### config.mk
export PLATFORM = sky130hd
export DESIGN_NAME = adder_rr_arbiter_flat
export DESIGN_NICKNAME = d
export VERILOG_FILES = /design/src/rtl/adder_rr_arbiter_if.sv /design/src/rtl/adder_rr_arbiter.sv /design/src/flat_wrapper.sv
export SDC_FILE = /design/constraint.sdc
export NUM_CORES = 1
export LEC_CHECK = 0
export BUFFER_PORTS_ARGS = -buffer_cell sky130_fd_sc_hd__buf_2
export CAP_MARGIN = 20
export CORE_UTILIZATION = 45
export CTS_CLUSTER_SIZE = 10
export DETAILED_ROUTE_END_ITERATION = 10
export MAX_ROUTING_LAYER = met4
export PLACE_DENSITY = 0.76
export SYNTH_ARGS = -nofsm -noshare
export SYNTH_HDL_FRONTEND = slang
export SYNTH_SLANG_ARGS = --single-unit
### constraint.sdc
create_clock -name clk -period 4 [get_ports clk]
set_clock_uncertainty 0.1 [all_clocks]
set_input_delay 0 -clock clk [delete_from_list [all_inputs] [get_ports clk]]
set_output_delay 0 -clock clk [all_outputs]
set_load 0.02 [all_outputs]
### src/rtl/adder_rr_arbiter_if.sv
// Handshake bundle for adder_rr_arbiter: per-requester operand ports and the
// shared result port. The res_carry wire exists only when ADDER_ARB_CARRY_EN
// is defined.
interface adder_rr_arbiter_if #(
  parameter int WIDTH   = 64,
  parameter int NUM_REQ = 2,
  localparam int IDW    = $clog2(NUM_REQ)
);
  logic [NUM_REQ-1:0]       req_valid;
  logic [NUM_REQ*WIDTH-1:0] req_a;
  logic [NUM_REQ*WIDTH-1:0] req_b;
  logic [NUM_REQ-1:0]       req_ready;
  logic                     res_valid;
  logic [WIDTH-1:0]         res_data;
  logic [IDW-1:0]           res_id;
  logic                     res_ready;
`ifdef ADDER_ARB_CARRY_EN
  logic                     res_carry;
`endif

  // Requesters and result consumer side
  modport master (
`ifdef ADDER_ARB_CARRY_EN
    input  res_carry,
`endif
    output req_valid, req_a, req_b, res_ready,
    input  req_ready, res_valid, res_data, res_id
  );

  // Arbiter side
  modport slave (
`ifdef ADDER_ARB_CARRY_EN
    output res_carry,
`endif
    input  req_valid, req_a, req_b, res_ready,
    output req_ready, res_valid, res_data, res_id
  );
endinterface

### src/rtl/adder_rr_arbiter.sv
// adder_rr_arbiter: one WIDTH-bit adder shared by NUM_REQ requesters.
// Round-robin grant is combinational; the sum lands in a single output
// register tagged with the owning requester ID. A full slot accepts a new
// request in the same cycle it drains, so throughput is one add per cycle.
// Optional feature: define ADDER_ARB_CARRY_EN to expose the registered
// carry-out on res_carry.
module adder_rr_arbiter #(
  parameter int WIDTH   = 64,
  parameter int NUM_REQ = 2,
  localparam int IDW    = $clog2(NUM_REQ)
) (
  input  logic              clk,
  input  logic              rst_n,
  adder_rr_arbiter_if.slave bus
);

  typedef enum logic {S_EMPTY, S_FULL} state_t;

  // Full-width add; the top bit is the carry-out.
  function automatic logic [WIDTH:0] add_carry(input logic [WIDTH-1:0] a,
                                               input logic [WIDTH-1:0] b);
    return {1'b0, a} + {1'b0, b};
  endfunction

  state_t           state_q, state_d;
  logic [IDW-1:0]   rr_ptr_q, rr_ptr_d;
  logic [WIDTH-1:0] data_q, data_d;
  logic [IDW-1:0]   id_q, id_d;
`ifdef ADDER_ARB_CARRY_EN
  logic             carry_q, carry_d;
`endif

  logic [WIDTH-1:0]   a_arr [NUM_REQ];
  logic [WIDTH-1:0]   b_arr [NUM_REQ];
  logic               found;
  logic [IDW-1:0]     win;
  logic [IDW-1:0]     idx;
  logic               slot_free;
  logic               accept;
  logic [NUM_REQ-1:0] ready_c;
  logic [WIDTH:0]     sum_full;

  // Unpack the flat operand buses so the winner can be picked by index.
  for (genvar g = 0; g < NUM_REQ; g++) begin : g_unpack
    assign a_arr[g] = bus.req_a[g*WIDTH +: WIDTH];
    assign b_arr[g] = bus.req_b[g*WIDTH +: WIDTH];
  end

  // A drained-this-cycle slot counts as free, giving back-to-back accepts.
  assign slot_free = (state_q == S_EMPTY) | bus.res_ready;

  // Round-robin search: first valid requester at or after rr_ptr, wrapping.
  always_comb begin
    found = 1'b0;
    win   = '0;
    idx   = '0;
    for (int k = 0; k < NUM_REQ; k++) begin
      idx = IDW'((int'(rr_ptr_q) + k) % NUM_REQ);
      if (!found && bus.req_valid[idx]) begin
        found = 1'b1;
        win   = idx;
      end
    end
  end

  // One-hot ready to the winner only; held low throughout reset.
  always_comb begin
    ready_c = '0;
    if (found && slot_free && rst_n) begin
      ready_c[win] = 1'b1;
    end
  end

  assign accept        = found & slot_free & rst_n;
  assign bus.req_ready = ready_c;
  assign sum_full      = add_carry(a_arr[win], b_arr[win]);

  // Slot FSM, result capture and round-robin pointer advance.
  always_comb begin
    state_d  = state_q;
    rr_ptr_d = rr_ptr_q;
    data_d   = data_q;
    id_d     = id_q;
`ifdef ADDER_ARB_CARRY_EN
    carry_d  = carry_q;
`endif
    if (accept) begin
      state_d = S_FULL;
      data_d  = sum_full[WIDTH-1:0];
      id_d    = win;
`ifdef ADDER_ARB_CARRY_EN
      carry_d = sum_full[WIDTH];
`endif
      if (win == IDW'(NUM_REQ - 1)) begin
        rr_ptr_d = '0;
      end else begin
        rr_ptr_d = win + IDW'(1);
      end
    end else if ((state_q == S_FULL) && bus.res_ready) begin
      state_d = S_EMPTY;
    end
  end

`ifndef ADDER_ARB_CARRY_EN
  logic unused_carry;
  assign unused_carry = sum_full[WIDTH];
`endif

  // ---- output register stage ----
  // Asynchronous reset clears the pending result and the arbitration pointer.
  always_ff @(posedge clk or negedge rst_n) begin
    if (!rst_n) begin
      state_q  <= S_EMPTY;
      rr_ptr_q <= '0;
      data_q   <= '0;
      id_q     <= '0;
`ifdef ADDER_ARB_CARRY_EN
      carry_q  <= 1'b0;
`endif
    end else begin
      state_q  <= state_d;
      rr_ptr_q <= rr_ptr_d;
      data_q   <= data_d;
      id_q     <= id_d;
`ifdef ADDER_ARB_CARRY_EN
      carry_q  <= carry_d;
`endif
    end
  end

  assign bus.res_valid = (state_q == S_FULL);
  assign bus.res_data  = data_q;
  assign bus.res_id    = id_q;
`ifdef ADDER_ARB_CARRY_EN
  assign bus.res_carry = carry_q;
`endif

endmodule

### src/flat_wrapper.sv
// flat-port wrapper written by rule: the top's interface ports become plain ports
module adder_rr_arbiter_flat 
#(
  parameter int WIDTH   = 64,
  parameter int NUM_REQ = 2,
  localparam int IDW    = $clog2(NUM_REQ)
)
  (clk, rst_n, bus_req_valid, bus_req_a, bus_req_b, bus_res_ready, bus_req_ready, bus_res_valid, bus_res_data, bus_res_id);
  adder_rr_arbiter_if #(.WIDTH(WIDTH), .NUM_REQ(NUM_REQ)) bus_i ();
  input  logic clk;
  input  logic rst_n;
  input wire logic [$bits(bus_i.req_valid)-1:0] bus_req_valid;
  input wire logic [$bits(bus_i.req_a)-1:0] bus_req_a;
  input wire logic [$bits(bus_i.req_b)-1:0] bus_req_b;
  input wire logic [$bits(bus_i.res_ready)-1:0] bus_res_ready;
  output wire logic [$bits(bus_i.req_ready)-1:0] bus_req_ready;
  output wire logic [$bits(bus_i.res_valid)-1:0] bus_res_valid;
  output wire logic [$bits(bus_i.res_data)-1:0] bus_res_data;
  output wire logic [$bits(bus_i.res_id)-1:0] bus_res_id;
  assign bus_i.req_valid = bus_req_valid;
  assign bus_i.req_a = bus_req_a;
  assign bus_i.req_b = bus_req_b;
  assign bus_i.res_ready = bus_res_ready;
  assign bus_req_ready = bus_i.req_ready;
  assign bus_res_valid = bus_i.res_valid;
  assign bus_res_data = bus_i.res_data;
  assign bus_res_id = bus_i.res_id;
  adder_rr_arbiter #(.WIDTH(WIDTH), .NUM_REQ(NUM_REQ)) u_core (.clk(clk), .rst_n(rst_n), .bus(bus_i));
endmodule
==> impl_metrics.yaml, run 1 <==
outcome:
  status: "finished with violations"
  violations: "setup timing"
drt:
  routedWlPerCell_um: 16.8
  drt-vias-per-instance: 5.57
  drt_iter0_drc: 614
  drtAntennaViolNets: 0
  drc: 0
  routed_wirelength_um: 25900
  vias: 8583
  drtPass1Iterations: 5
sta:
  slew_headroom_pct: 34.5
  finalCritPeriodShare_pct: 100
  setup_viol: 1
  drv_slew: 0
  fmax_mhz: 249
  tns_ns: -0.0153
  grt_setup_unrepaired: "true"
  fin_crit_ns: 4.02
  worst_slew_pin_slew_ns: 0.983
  final_hold_viol_count: 0
  setup_slack_ns: -0.0153
cts:
  cts_buffers: 9
  htreeDepth: 3
  cts.sinks: 67
  cts_root_buffer: "clkbuf_16"
  cts.reportedPaths.clkPinSlew_ns: 0.06
  clkLatencyLatePin_ns: 0.33
  cts.path.max_buffers: 2
  cts_tree: "yes"
grt:
  overflow: 0
  antenna_found_initial: 1
  grtUsageTotal_pct: 27.4
  grt_max_degree: 103
  grt_pass1_wl_um: 38200
  grt_pass1_vias: 8100
synthesis:
  yosysSeqAreaShare_pct: 21.9
  synthTopCellsByCount: "mux2_2 (129), nand2_1 (113), o21ai_0 (83)"
  synth_cell_types: 69
  synth_seq_cells: 67
  yosysMostFrequentCell: "mux2_2"
  synth_edf_count: 0
  syn_inst: 903
  syn_area_mm2: 0.00764
  yosys.area.top_type: "dfrtp_1"
  yosysWarnings: 0
  synth_nets: 1228
  synthArstFlopShare_pct: 100
  postSynthAreaPerCell_um2: 8.47
  synth_top_area_share_pct: 21.9
  synth_ff_type: "dfrtp_1"
  synthTopCellsByArea: "dfrtp_1 (22%), mux2_2 (19%), ha_1 (10%), nand2_1 (5.5%), o21ai_0 (5.4%)"
critical_path:
  critPathKind: "reg -> reg"
  reg2reg_slack_ns: -0.02
  path_delay_family: "compound AO/OA/AOI/OAI gates"
  path_buf_inv: 3
  required_ns: 4.13
  crit_path_end_kind: "register"
  r2r-start: "u_core.rr_ptr_q"
  slowest_stage: "dfrtp_1"
  slowest_delay_ns: 0.41
  worstPathMaxFanout: 7
  reg2reg_to: "u_core.bus.res_data[41]"
  arrival_ns: 4.14
  r2r_cells: 16
  crit_chain: "o21ai_4, buf_8, clkbuf_16, mux2_4, ha_4, nand4_1, nor3_2, o2111ai_2, a31oi_4, nor2_4, o41ai_4, a21boi_2, o31a_1, buf_4, xor2_1, o21ai_1"
  cp-start-kind: "register"
die:
  fp.dieH_um: 132
  core_area_mm2: 0.0166
  core.rowCount: 47
  dieWidth_um: 132
  die_area_mm2: 0.0175
  io_pins: 329
  initial_core_util_pct: 46.1
min_path:
  hold_path_startpoint: "bus_req_b[64]"
  hold_class: "in -> reg"
  holdPathStages: 5
  holdPathEnd: "u_core.bus.res_data[0]"
power_and_ir_drop:
  p_per_area_mw_per_mm2: 426
  leakage_nw: 5.45
  ir_drop_mv: 0.223
  p_total_mw: 4.81
layout:
  layout-drive-gt1-share_pct: 51.0
  fin_nets: 1639
  fillers: 1340
  area_delta_synth_final_pct: 47.7
placement:
  io_buffers: 328
  hpwl_um: 19100
  gp_congestion: 0.917
run:
  cap_violations: 0
-- repair_timing --
item,in CTS,in global routing
resized for setup,6,110
pin swaps,1,35
setup buffers,1,10
endpoints found under the hold margin,68,0
gates cloned,0,6
hold buffers,3,0
endpoints found under the setup margin,9,32
-- flip-flops by register name (all words and copies together), names as in the netlist --
signal                count
u_core.bus.res_data      64
u_core.bus.res_id         1
u_core.bus.res_valid      1
u_core.rr_ptr_q           1
-- report_power, final --
group / internal (mW) / total (mW) / switching (mW)
logic: 1.32 / 2.94 / 1.61
clock network: 0.497 / 0.815 / 0.318
registers: 0.918 / 1.06 / 0.139
-- worst min-delay path: cells and delay by family --
kind	cells	cell delay, ns
buf+inv	1	0.08
mux	1	0.14
simple gates	2	0.08
fa+ha+maj	1	0.11
-- cell usage in the layout (no fill, tap or decap), types with 4 or more instances in the layout --
cell	count
buf_6	4
nand3_1	8
mux2_2	106
o21ai_1	22
buf_4	106
o21ai_2	7
mux2_4	23
o211ai_1	4
buf_2	327
o21ai_0	74
nor2b_1	6
nand2_1	112
o21a_1	7
ha_4	19
a21o_1	28
nand4_1	25
ha_1	42
xor2_1	27
xnor2_1	33
clkbuf_16	14
nor3_1	7
a21oi_1	72
o31ai_1	4
inv_1	14
a21oi_2	6
dfrtp_1	67
o21bai_1	14
buf_12	4
nand2b_1	4
or3_1	4
nor2_1	39
-- layout make-up --
| class | instances | area (um^2) | share of cell area (%) |
|---|---|---|---|
| Timing Repair Buffer | 452 | 2770 | 24.5 |
| Multi-Input combinational cell | 770 | 6220 | 55.1 |
| Tap cell | 220 | 275 | 2.44 |
| Sequential cell | 67 | 1680 | 14.9 |
| Inverter | 14 | 52.6 | 0.465 |
| Clock buffer | 11 | 243 | 2.15 |
| Antenna cell | 1 | 2.50 | 0.0222 |
| Clock inverter | 5 | 52.6 | 0.465 |
-- worst max path at each step --
stage	from	endpoint	cells past startpoint
after floorplan	u_core.rr_ptr_q	u_core.bus.res_data[57]	15
after global placement	u_core.rr_ptr_q	u_core.bus.res_data[57]	16
after detailed placement	u_core.rr_ptr_q	u_core.bus.res_data[57]	16
after CTS	u_core.rr_ptr_q	u_core.bus.res_data[63]	17
after global routing	u_core.rr_ptr_q	u_core.bus.res_data[50]	17
final	u_core.rr_ptr_q	u_core.bus.res_data[41]	16
-- routing by layer --
| layer | vias to the layer above | track usage (%) | wire length, um |
|---|---|---|---|
| met3 | 57 | 3.58 | 1590 |
| met1 | 4013 | 33.5 | 10900 |
| met2 | 374 | 47.0 | 12800 |
| li1 | 4139 | - | - |
| met5 | - | - | 0 |
| met4 | 0 | 8.24 | 642 |
-- through the flow --
stage | utilization (%) | instances | cell area [um^2] | hold WS [ns] | setup WS, ns
finish | 68.1 | 1540 | 11300 | 0.0124 | -0.0153
global route | 68.1 | 1540 | 11300 | 0.0599 | -0.0919
CTS | 63.3 | 1524 | 10500 | 0.00661 | -0.0160
detailed placement | 61.1 | 1504 | 10100 | 0.190 | -0.102
global placement | 61.1 | 1504 | 10100 | 0.172 | -0.0119
floorplan | - | 903 | 7660 | -0.396 | 0.0373
-- cells by family (layout without fill, tap and decap cells) --
| logic type | after synthesis | count (layout) | share of synthesized area (%) |
|---|---|---|---|
| AO/OA/AOI/OAI | 289 | 289 | 23.4 |
| buffers and inverters | 66 | 482 | 4.52 |
| XOR/XNOR | 60 | 60 | 6.87 |
| flip-flops | 67 | 67 | 21.9 |
| adder cells (fa/ha/maj) | 64 | 64 | 10.6 |
| AND/OR/NAND/NOR | 228 | 228 | 13.7 |
| multiplexers | 129 | 129 | 19.0 |
| other | 0 | 1 | 0 |
Power figures use the tool's default switching activity.
==> inputs of run 2 (changes only) <==
--- a/config.mk
+++ b/config.mk
@@ -11,7 +11,7 @@
 export CTS_CLUSTER_SIZE = 10
 export DETAILED_ROUTE_END_ITERATION = 10
 export MAX_ROUTING_LAYER = met4
-export PLACE_DENSITY = 0.76
+export PLACE_DENSITY = 0.73
 export SYNTH_ARGS = -nofsm -noshare
 export SYNTH_HDL_FRONTEND = slang
 export SYNTH_SLANG_ARGS = --single-unit
==> constraint.sdc (replaced) <==
create_clock -name clk -period 4.9 [get_ports clk]
set_clock_uncertainty 0.1 [all_clocks]
set_input_delay 0 -clock clk [delete_from_list [all_inputs] [get_ports clk]]
set_output_delay 0 -clock clk [all_outputs]
set_load 0.02 [all_outputs]
==> run 2 against run 1 <==
Compared with the run above:
- first-iteration DRC count shrank 24%
- die area is the same
- sequential share of layout area grew 2.4 points
- fmax shrank 9.6%
- the flow now finishes without violations
- combinational power shrank 34%
- clock-buffer cell count shrank 2
==> impl_metrics.yaml, run 2 (same netlist as run 1, synthesis figures left out) <==
layout:
  fin_nets: 1524
  final_common_cell: "buf_2"
  design_area_mm2: 0.00970
  layout_common_cells: "buf_2 (327), mux2_2 (129), nand2_1 (113)"
  diodes: 0
  area_delta_synth_final_pct: 26.8
  layout-drive-gt1-share_pct: 41.4
  utilization_pct: 58.5
  seqCellArea_mm2: 0.00168
  fillers: 1542
  largest_reg_flops: 64
  multi_input_area_mm2: 0.00564
outcome:
  status: "finished, final reports clean"
die:
  io_pins: 329
  dieWidth_um: 132
  fp.dieH_um: 132
  initial_core_util_pct: 46.1
  core_area_mm2: 0.0166
  die_area_mm2: 0.0175
  core.rowCount: 47
sta:
  grt_setup_unrepaired: "false"
  drv_slew: 0
  setup_viol: 0
  finalCritPeriodShare_pct: 90.6
  slew_headroom_pct: 37.2
  setup_slack_ns: 0.459
  final_hold_viol_count: 0
  fin_crit_ns: 4.44
  fmax_mhz: 225
  tns_ns: 0
  worst_slew_pin_slew_ns: 0.942
critical_path:
  worstPathMaxFanout: 40
  crit_path_end_kind: "register"
  required_ns: 5.03
  arrival_ns: 4.57
  cp-start-kind: "register"
  critPathKind: "reg -> reg"
power_and_ir_drop:
  ir_drop_mv: 0.164
  leakage_nw: 4.70
  p_per_area_mw_per_mm2: 363
  p_total_mw: 3.52
drt:
  drtPass1Iterations: 4
  drt_iter0_drc: 464
  vias: 7874
  drc: 0
  drtAntennaViolNets: 0
  drt-vias-per-instance: 5.53
  routed_wirelength_um: 23000
  routedWlPerCell_um: 16.1
grt:
  grt_pass1_wl_um: 36200
  grtUsageTotal_pct: 26.4
  antenna_found_initial: 0
  overflow: 0
  grt_max_degree: 96
  grt_pass1_vias: 7410
placement:
  gp_congestion: 0.903
  place_area_mm2: 0.00935
  dpl_worst_slack_ns: 0.513
  hpwl_um: 18200
  io_buffers: 328
cts:
  cts_buffers: 9
  clkLatencyLatePin_ns: 0.34
  cts_root_buffer: "clkbuf_16"
  htreeDepth: 3
  cts.reportedPaths.clkPinSlew_ns: 0.06
  cts.path.max_buffers: 2
  cts.sinks: 67
  cts.repair.resized: 0
  cts_tree: "yes"
min_path:
  hold_class: "in -> reg"
run:
  cap_violations: 0
==> run 2: cell count changes in the layout (fill, tap and decap cells not counted), sizes merged <==
| cell | before | now |
|---|---|---|
| buf | 444 | 334 |
| bufinv | 1 | 2 |
| clkbuf | 16 | 9 |
| clkinv | 3 | 2 |
| clkinvlp | 1 | 3 |
| diode | 1 | 0 |
==> run 2: final timing paths <==
path	to	cells after the start	slack [ns]	from
max	u_core.bus.res_data[50]	15	0.46	u_core.rr_ptr_q
min	u_core.bus.res_data[0]	5	0.02	bus_req_a[64]
max reg2reg	u_core.bus.res_data[50]	15	0.46	u_core.rr_ptr_q
min reg2reg	u_core.bus.res_data[10]	2	0.37	u_core.bus.res_data[10]
max in group asynchronous	u_core.bus.res_data[39]	3	3.54	rst_n
min in group asynchronous	u_core.bus.res_data[25]	3	0.36	rst_n
==> run 2: worst max-delay path: stages, from the launching register on <==
cell	delay (ns)
dfrtp_1	0.40
o21ai_4	0.16
buf_12	0.24
mux2_2	0.37
ha_1	0.23
fa_1	0.43
a211oi_1	0.34
o21ai_1	0.16
a211oi_2	0.49
o32ai_2	0.20
o21bai_2	0.21
a21boi_2	0.08
o2111ai_1	0.30
and2_4	0.23
o21ai_1	0.06
a221o_1	0.30
==> run 2: area by class of cell <==
cell class,count,share of cell area [%]
Clock buffer,9,2.32
Clock inverter,7,0.955
Inverter,14,0.542
Multi-Input combinational cell,770,58.2
Sequential cell,67,17.3
Tap cell,220,2.84
Timing Repair Buffer,337,17.9
==> run 2: stage by stage <==
step,hold slack [ns],instances
2_1_floorplan,-0.396,903
3_3_place_gp,-0.215,1405
3_5_place_dp,-0.215,1405
4_1_cts,0.00325,1424
5_1_grt,0.0986,1424
6_report,0.0175,1424
==> run 2: layer usage <==
metal,wire length [um],vias up,GRT usage [%],share of wire [%]
met2,10800,300,43.1,47
met4,561,0,9.51,2.4
met3,1460,40,4.08,6.4
met5,0,-,-,0
li1,-,3920,-,-
met1,10200,3614,33.1,44
==> run 2: repair_timing <==
action,4_1_cts,5_1_grt
buffers inserted,0,0
hold endpoints to repair,20,0
hold buffers,3,0
==> run 2: power by group <==
part | leakage, nW | internal, mW | switching [mW]
combinational | 3.73 | 0.787 | 1.17
clock | 0.147 | 0.444 | 0.269
sequential | 0.823 | 0.749 | 0.110
